File: src/rtl/rxe_pktpack.sv
// Receive packetiser: packs PHY bytes MSB-first into DW-bit beats, queues them in
// a packet FIFO and drives an AXIN master stream with BYTES, LAST and ABORT.
module rxe_pktpack #(
    parameter int DW     = 32,
    parameter int LGFIFO = 4,
    parameter int LENW   = 16
) (
    input  logic                      i_clk,
    input  logic                      i_reset,
    input  logic                      i_abort,
    input  logic                      i_v,
    input  logic [7:0]                i_d,
    input  logic                      i_not_done,
    output logic                      M_AXIN_VALID,
    input  logic                      M_AXIN_READY,
    output logic [DW-1:0]             M_AXIN_DATA,
    output logic [$clog2(DW/8):0]     M_AXIN_BYTES,
    output logic                      M_AXIN_LAST,
    output logic                      M_AXIN_ABORT,
    output logic                      o_pkt_stb,
    output logic [LENW-1:0]           o_pkt_len
);
    localparam int NB    = DW / 8;
    localparam int BW    = $clog2(NB) + 1;
    localparam int DEPTH = 1 << LGFIFO;
    localparam int EW    = DW + BW + 1;

    typedef enum logic [1:0] {S_IDLE, S_RUN, S_DROP} state_t;

    state_t            state, state_nxt;
    logic [DW-1:0]     stage;
    logic [BW-1:0]     scnt;
    logic [LENW-1:0]   count;
    logic [LGFIFO:0]   wr_ptr, rd_ptr, start_ptr, fifo_lasts;
    logic [EW-1:0]     mem [DEPTH];
    logic [EW-1:0]     rd_entry;
    logic              out_mid;

    logic fifo_empty, fifo_full, hs;
    logic push_req, push_last, byte_ok, len_ovf;
    logic pop_raw, overflow, abort_ev, push, pop, take_byte, emitted, cur_in_out;

    assign fifo_empty = (wr_ptr == rd_ptr);
    assign fifo_full  = (wr_ptr[LGFIFO] != rd_ptr[LGFIFO]) &&
                        (wr_ptr[LGFIFO-1:0] == rd_ptr[LGFIFO-1:0]);
    assign rd_entry   = mem[rd_ptr[LGFIFO-1:0]];
    assign hs         = M_AXIN_VALID && M_AXIN_READY;

    // NOTE: every signal gets a default before the case so no latch is inferred.
    always_comb begin
        state_nxt = state;
        push_req  = 1'b0;
        push_last = 1'b0;
        byte_ok   = 1'b0;
        len_ovf   = 1'b0;
        case (state)
            S_IDLE: if (i_v) begin
                state_nxt = S_RUN;
                byte_ok   = 1'b1;
            end
            S_RUN: if (i_v) begin
                byte_ok  = 1'b1;
                len_ovf  = &count;
                push_req = (scnt == BW'(NB));
            end else begin
                push_req  = 1'b1;
                push_last = 1'b1;
                state_nxt = S_IDLE;
            end
            S_DROP: if (!i_v && !i_not_done) state_nxt = S_IDLE;
            default: state_nxt = S_IDLE;
        endcase

        pop_raw   = !fifo_empty && (!M_AXIN_VALID || M_AXIN_READY);
        overflow  = push_req && fifo_full && !pop_raw;
        abort_ev  = (state == S_RUN) && (i_abort || overflow || len_ovf);
        if (abort_ev) state_nxt = S_DROP;
        // An abort freezes the read side for a cycle so the pointer rewind is exact.
        push      = push_req && !abort_ev;
        pop       = pop_raw && !abort_ev;
        take_byte = byte_ok && !abort_ev;
        // With no LAST queued, anything in or past the output register is this packet.
        emitted    = out_mid || (hs && !M_AXIN_LAST);
        cur_in_out = (fifo_lasts == '0) && (M_AXIN_VALID ? !M_AXIN_LAST : out_mid);
    end

    // NOTE: the storage array has no reset; the pointers alone define valid entries.
    always_ff @(posedge i_clk) begin
        if (push) mem[wr_ptr[LGFIFO-1:0]] <= {stage, scnt, push_last};
    end

    // NOTE: sequential state uses non-blocking assignments so every read sees the old value.
    always_ff @(posedge i_clk) begin
        if (i_reset) begin
            state        <= S_IDLE;
            stage        <= '0;
            scnt         <= '0;
            count        <= '0;
            wr_ptr       <= '0;
            rd_ptr       <= '0;
            start_ptr    <= '0;
            fifo_lasts   <= '0;
            out_mid      <= 1'b0;
            M_AXIN_VALID <= 1'b0;
            M_AXIN_DATA  <= '0;
            M_AXIN_BYTES <= '0;
            M_AXIN_LAST  <= 1'b0;
            M_AXIN_ABORT <= 1'b0;
            o_pkt_stb    <= 1'b0;
            o_pkt_len    <= '0;
        end else begin
            state        <= state_nxt;
            o_pkt_stb    <= 1'b0;
            M_AXIN_ABORT <= 1'b0;

            if (take_byte) begin
                count <= count + 1'b1;
                if (scnt == '0 || scnt == BW'(NB)) begin
                    stage <= {i_d, {(DW-8){1'b0}}};
                    scnt  <= BW'(1);
                end else begin
                    for (int k = 1; k < NB; k++)
                        if (scnt == BW'(k)) stage[DW-1-8*k -: 8] <= i_d;
                    scnt <= scnt + 1'b1;
                end
            end
            if (state_nxt != S_RUN) begin
                scnt  <= '0;
                count <= '0;
            end
            if (state == S_IDLE && i_v) start_ptr <= wr_ptr;

            if (push) wr_ptr <= wr_ptr + 1'b1;
            if (push && push_last) begin
                o_pkt_stb <= 1'b1;
                o_pkt_len <= count;
            end
            case ({push && push_last, pop && rd_entry[0]})
                2'b10:   fifo_lasts <= fifo_lasts + 1'b1;
                2'b01:   fifo_lasts <= fifo_lasts - 1'b1;
                default: fifo_lasts <= fifo_lasts;
            endcase

            if (pop) begin
                rd_ptr       <= rd_ptr + 1'b1;
                M_AXIN_VALID <= 1'b1;
                {M_AXIN_DATA, M_AXIN_BYTES, M_AXIN_LAST} <= rd_entry;
            end else if (M_AXIN_READY) begin
                M_AXIN_VALID <= 1'b0;
            end
            if (hs) out_mid <= !M_AXIN_LAST;

            if (abort_ev) begin
                if (cur_in_out) begin
                    wr_ptr       <= rd_ptr;
                    M_AXIN_VALID <= 1'b0;
                    M_AXIN_ABORT <= emitted;
                    out_mid      <= 1'b0;
                end else begin
                    wr_ptr <= start_ptr;
                end
            end
        end
    end

endmodule
File: config.mk
export PLATFORM = sky130hd
export DESIGN_NAME = rxe_pktpack
export DESIGN_NICKNAME = d
export VERILOG_FILES = /design/src/rtl/rxe_pktpack.sv
export SDC_FILE = /design/constraint.sdc
export NUM_CORES = 1
export LEC_CHECK = 0
export BUFFER_PORTS_ARGS = -buffer_cell sky130_fd_sc_hd__buf_4
export CAP_MARGIN = 20
export CORE_ASPECT_RATIO = 1.1
export CORE_UTILIZATION = 55
export CTS_BUF_LIST = sky130_fd_sc_hd__clkbuf_16
export CTS_CLUSTER_SIZE = 40
export DETAILED_ROUTE_END_ITERATION = 10
export GPL_ROUTABILITY_DRIVEN = 0
export PLACE_DENSITY = 0.84
export SLEW_MARGIN = 20
export SYNTH_ARGS = -nofsm -noshare
export SYNTH_HDL_FRONTEND = slang
export SYNTH_SLANG_ARGS = --single-unit
File: constraint.sdc
create_clock -name i_clk -period 7.8 [get_ports i_clk]
set_clock_uncertainty 0.1 [all_clocks]
set_input_delay 2.34 -clock i_clk [delete_from_list [all_inputs] [get_ports i_clk]]
set_output_delay 2.34 -clock i_clk [all_outputs]
set_load 0.05 [all_outputs]
* Yosys cells after proc, flatten, opt, wreduce, memory -nomap -nowiden
Memory sizes are Yosys's and may differ from the RTL's. A register that Yosys moved wholly into a read port is not among the register bits.
Index checks and enable logic that the tools add are counted.
** Operators by class
- $add $sub $neg :: 6
- Eq/ne operators :: 12
- Multiplexer cells :: 35
- Bitwise gates (word level) :: 2
- Reductions and logical operators :: 43
** Operators by type and width (count)
- 24-bit two-way mux :: 1
- 8-bit two-way mux :: 3
- 1-bit two-way mux :: 19
- 16-bit by 1-bit adder with 16-bit output (second input constant) :: 1
- 16-bit AND reduction :: 1
- 5-bit by 1-bit adder with 5-bit output (second input constant) :: 3
- 1-bit logical AND :: 15
- 5-bit two-way mux :: 3
- 5-bit one-hot mux with 2 select lines :: 1
- 2-bit nonzero test :: 5
- 2-bit two-way mux :: 4
- 4-bit two-way mux :: 2
- 2-bit AND reduction :: 4
- 1-bit zero test :: 7
- 3-bit by 2-bit == test with 1-bit output (second input constant) :: 2
- 2-bit one-hot mux with 3 select lines :: 1
- 5-bit == test :: 1
- 5-bit zero test :: 1
- 1-bit logical OR :: 5
- 5-bit by 1-bit subtractor with 5-bit output (second input constant) :: 1
- 2-bit by 1-bit == test with 1-bit output (second input constant) :: 2
- 2-bit == test (second input constant) :: 2
- 4-bit == test :: 1
- 2-bit OR reduction :: 2
- other kinds (10) :: 11
** Word-level totals
- Flip-flop bits (word level) :: 129
- Bits in writable memories :: 576
- Input bits :: 14
- Output and inout port bits :: 55
- Word-level logic and storage cells :: 118
- Memories :: 1
** Memories
- mem :: depth 16, bits a word 36, read ports 1, clocked after memory_dff 1, write ports 1, RTL line 35 : logic [EW-1:0] mem [DEPTH];

* Depth between registers and ports, before layout
- Depth in word-level cells :: 13
- Gate-level depth with buffers :: 16
- Depth with buffers taken out :: 15

* Worst setup path after synthesis
No wires, ideal clock.
- Path kind :: in2reg
- Start :: input i_v
- End :: memory mem[0][0] (netlist name), enable pin
- Setup time :: 474 ps
- Data arrival time :: 5886 ps
- Data required time :: 7226 ps
- Slack :: 1339 ps
- Stages on the path :: 6
- Buffers on the path :: 1
- Path through :: a21boi_4 -> nor2_4 -> a32oi_1 -> clkbuf_1 -> nand4_1 -> nor3_1
** On the way
- Longest elaborated chain between the ends :: 11
- Elaborated cells on any way between the ends :: 13
- Those cells by class :: mux (6); reduce/logical (7)
** Ends and longest elaborated chain
- from (decl) :: RTL line 11 : input logic i_v,
- 1-bit two-way mux :: RTL line 61 : S_RUN: if (i_v) begin
- 1-bit two-way mux :: RTL line 56 : case (state)
- 1-bit logical AND (2 in series) :: RTL line 75 : overflow = push_req && fifo_full && !pop_raw;
- 1-bit logical OR (2 in series) :: RTL line 76 : abort_ev = (state == S_RUN) && (i_abort || overflow || len_ovf);
- 1-bit logical AND :: RTL line 76
- 1-bit zero test :: RTL line 79 : push = push_req && !abort_ev;
- 1-bit logical AND (*) :: RTL line 79
- 1-bit two-way mux (*) :: RTL line 89 : if (push) mem[wr_ptr[LGFIFO-1:0]] <= {stage, scnt, push_last};
- 1-bit two-way mux (not written as such) (*) :: RTL line 89
- to (decl) :: RTL line 35
Every way passes the cells marked *; elsewhere a longest branch is shown, timed or not.

* Final worst setup path
- Start :: input i_v
- End :: register fifo_lasts[4]
** On the way
- Longest elaborated chain between the ends :: 12
- Elaborated cells on any way between the ends :: 20
- Those cells by class :: eq/ne (2); mux (7); reduce/logical (11)
** Ends and longest elaborated chain
- 1-bit two-way mux :: RTL line 61
- 1-bit two-way mux :: RTL line 56
- 1-bit logical AND (2 in series) :: RTL line 75
- 1-bit logical OR (2 in series) :: RTL line 76
- 1-bit logical AND :: RTL line 76
- 1-bit zero test :: RTL line 79, 80
- 1-bit logical AND, on equally long branches :: RTL line 80, 79
- 1-bit logical AND :: RTL line 138 : case ({push && push_last, pop && rd_entry[0]})
- 2-bit by 1-bit == test with 1-bit output or 2-bit == test (tied branches) :: RTL line 138
- 5-bit one-hot mux with 2 select lines or 2-bit nonzero test (tied branches)
- to (signal assigned) :: RTL line 139 : 2'b10: fifo_lasts <= fifo_lasts + 1'b1;
- to (signal assigned) :: RTL line 140 : 2'b01: fifo_lasts <= fifo_lasts - 1'b1;
- to (signal assigned) :: RTL line 141 : default: fifo_lasts <= fifo_lasts;
- to (decl) :: RTL line 34 : logic [LGFIFO:0] wr_ptr, rd_ptr, start_ptr, fifo_lasts;
Parallel ways exist; a longest one is shown, timed or not.
A chain may end at the register's enable or synchronous reset.

==> summary.txt <==
Status
  – Status: finished, final reports clean

Global routing
  – Maximum number of pins on one net before global-route repair: 92
  – Overflow left after global routing: 0
  – Via count of the first global-routing pass: 16.41k
  – Total global routing track utilization: 0.2664
  – First-pass GRT wire length: 101400 um
  – Initial antenna violation count: 2

Clock tree
  – CTS sink count: 709
  – Clock tree from TritonCTS: yes
  – Number of buffers added for setup after CTS: 0
  – Post-CTS Hold Fix Bufs: 0
  – Post-CTS resize count: 0
  – Maximum root-to-sink buffer count: 3
  – Clock latency on the worst-skew pair: 600 ps
  – Clock transition at path regs: 60 ps
  – Root cell of the clock tree: sky130_fd_sc_hd__clkbuf_16
  – Number of levels in the clock H-tree: 3
  – CTS Buf Count: 67

Setup path
  – Crit path max-delay family: simple AND/OR/NAND/NOR gates
  – Depth of the critical timing path with buffers and inverters included: 14
  – Critical path's slowest cell: sky130_fd_sc_hd__a32oi_4
  – Required time of the critical path: 8210 ps
  – Number of buffers and inverters on the critical path: 3
  – Category of the most critical setup path: in -> reg
  – Logic depth of the worst register-to-register path: 15
  – Worst endpoint data arrival time: 5530 ps
  – Dominant cell type by count on the critical path: sky130_fd_sc_hd__inv_1
  – Top fanout value on the critical path: 10
  – Launching element of the worst setup path: i_v
  – Source of the worst register-to-register timing path: scnt[0]
  – Crit-path max cell delay: 500 ps
  – Crit path to: fifo_lasts[4]
  – Worst setup EP type: flip-flop
  – Flop-to-flop setup slack: 2920 ps
  – Cell-by-cell trace of the critical path: buf_4, a21boi_4, nor2_4, a32oi_4, nand4_1, inv_1, ha_1, inv_1, fa_1, nor2b_1, o21ai_0, and3_1, or4_1, a21oi_1
  – Crit path launch type: primary input
  – Worst R2R End: fifo_lasts[4]

Yosys
  – Fraction of synthesized cell area taken by the top area cell type: 0.6250
  – Number of distinct library cells after synthesis: 57
  – Most frequently used cell type in the post-synthesis netlist: sky130_fd_sc_hd__edfxtp_1
  – Cells after Synth: 1677
  – Top cells by area in the synthesized netlist: sky130_fd_sc_hd__edfxtp_1, sky130_fd_sc_hd__dfxtp_1, sky130_fd_sc_hd__mux4_2
  – Cell type with the highest aggregate area in the netlist: sky130_fd_sc_hd__edfxtp_1
  – Number of enable flip-flop cells after synthesis: 576
  – Mapped cell area: 0.02767 mm^2
  – Total of flip-flops plus latches after synthesis: 709
  – Avg Inst Size Synth: 16.50 um^2
  – Post-synthesis sequential area ratio: 0.7213
  – Net Count, Synth: 1707
  – Synth Flop Type: sky130_fd_sc_hd__edfxtp_1
  – Fraction of registers with async set/reset: 0
  – Number of synthesis warnings: 0
  – Synth cell count leaders: sky130_fd_sc_hd__edfxtp_1, sky130_fd_sc_hd__dfxtp_1, sky130_fd_sc_hd__mux2i_1

Routing
  – Post-Route WL: 69140 um
  – Number of search-and-repair iterations in the first detailed-routing pass: 8
  – Average wire per cell in the routed design: 28.24 um
  – Post-route ant nets: 0
  – Mean number of vias per cell: 6.704
  – Vias post-DR: 16.41k
  – Starting DRT DRC Count: 2618
  – Number of remaining DRC errors: 0

Timing
  – Final number of max-transition violations: 0
  – Final setup violation count: 0
  – Unrepaired setup endpoints after global routing: no
  – Fin. Hold Viols: 0
  – Worst hold slack across all endpoints: 371.8 ps
  – Min Clock Period, post-route: 5119 ps
  – Final setup slack of the worst path: 2681 ps
  – Highest attainable clock frequency: 195.3 MHz
  – Part of the cycle the worst path needs: 0.6563
  – Headroom to the max-slew limit: 0.2368
  – Final-layout setup total negative slack: 0 ps
  – Slew at the pin with the worst max-slew slack: 1145 ps

Floorplan
  – Starting density of the core: 0.5608
  – Number of cell rows: 85
  – Placeable core region: 0.04935 mm^2
  – I/O pins: 69
  – Horizontal die dimension: 215.9 um
  – Die Ht: 237.3 um
  – Die area: 0.05122 mm^2

Placement
  – IO Port Bufs: 68
  – Placement-stage worst setup slack: 2232 ps
  – HPWL Detailed: 39180 um

Cells and area
  – Final Core Density: 0.6351
  – Number of nets in the finished design: 1773
  – Layout cells sized above 1: 0.1955
  – Area added between synthesis and finish: 13.26%

Power
  – Leakage power of the design: 10.16 nW
  – Power Dens Cells: 319.0 mW/mm^2
  – Peak VDD IR: 0.0002112 V

Hold path
  – Path category of the worst min-delay check: reg -> reg

Flow run
  – Max-Cap Viols: 0
logic make-up after synthesis:
| kind of cell | after synthesis | share of synthesized area |
|---|---|---|
| compound gates | 286 | 0.07103 |
| xor+xnor | 25 | 0.007912 |
| fa+ha+maj | 16 | 0.007506 |
| buf+inv | 124 | 0.01903 |
| flops | 709 | 0.7213 |
| mux | 243 | 0.1234 |
| simple gates | 274 | 0.04987 |
stage by stage:
step | std cells | instance area, um^2 | power, mW
6_report | 2448 | 31340 | 9.998
5_1_grt | 2447 | 31340 | 10.27
4_1_cts | 2441 | 31190 | 9.962
3_5_place_dp | 2320 | 28990 | 6.711
3_3_place_gp | 2317 | 28910 | 6.658
2_1_floorplan | 1677 | 27670 | 6.050
tightest hold or removal path: stages (launching register included):
cell and delay [ps]:
sky130_fd_sc_hd__dfxtp_1 310, sky130_fd_sc_hd__nand2_1 50, sky130_fd_sc_hd__o22ai_1 60
metal layers:
layer	up-vias	GRT usage	routed length [um]
li1	6788	-	-
met1	8123	0.3519	24090
met2	1298	0.4273	33680
met3	203	0.06065	8792
met4	0	0.1128	2582
met5	-	0	0
cell usage in the layout (no fill, tap or decap), types with 31 or more instances in the layout:
cell and instances:
sky130_fd_sc_hd__a21oi_1 50, sky130_fd_sc_hd__a221oi_1 49, sky130_fd_sc_hd__buf_4 90, sky130_fd_sc_hd__clkbuf_16 69, sky130_fd_sc_hd__dfxtp_1 129, sky130_fd_sc_hd__edfxtp_1 576
sky130_fd_sc_hd__inv_1 31, sky130_fd_sc_hd__mux2_2 45, sky130_fd_sc_hd__mux2i_1 124, sky130_fd_sc_hd__mux4_2 74, sky130_fd_sc_hd__nand2_1 34, sky130_fd_sc_hd__nand3_1 43
sky130_fd_sc_hd__nor2_1 93, sky130_fd_sc_hd__o21ai_0 63
flip-flops by register name (all words and copies together), names as in the netlist, 5 cells and up, named ones only:
| signal | flops |
|---|---|
| stage | 32 |
| mem | 576 |
| count | 16 |
| o_pkt_len | 16 |
| M_AXIN_DATA | 32 |
| wr_ptr | 5 |
| start_ptr | 5 |
| fifo_lasts | 5 |
| rd_ptr | 5 |
cell type report:
cell class | count | area (um^2)
Antenna cell | 1 | 2.502
Sequential cell | 709 | 19970
Multi-Input combinational cell | 844 | 7353
Clock buffer | 69 | 1727
Fill cell | 3141 | 18000
Tap cell | 652 | 815.8
Clock inverter | 52 | 466.7
Timing Repair Buffer | 101 | 933.4
Inverter | 20 | 75.07
power by group:
part | leakage, nW | total, mW | switching (mW) | internal, mW
logic | 2.62 | 2.25 | 1.35 | 0.898
registers | 6.43 | 4.46 | 0.257 | 4.20
clock network | 1.11 | 3.29 | 1.41 | 1.88
total | 10.2 | 10.0 | 3.02 | 6.98
how the worst min path moves through the flow:
stage                         start  slack, ps         endpoint  depth (start not counted)
global route         M_AXIN_DATA[3]        390   M_AXIN_DATA[3]                          2
global placement    M_AXIN_DATA[15]        360  M_AXIN_DATA[15]                          2
finish              M_AXIN_DATA[14]        370  M_AXIN_DATA[14]                          2
detailed placement  M_AXIN_DATA[14]        360  M_AXIN_DATA[14]                          2
floorplan             fifo_lasts[4]        350    fifo_lasts[4]                          2
CTS                 M_AXIN_DATA[14]        370  M_AXIN_DATA[14]                          2
No activity file was read; power rests on OpenSTA's default activity.
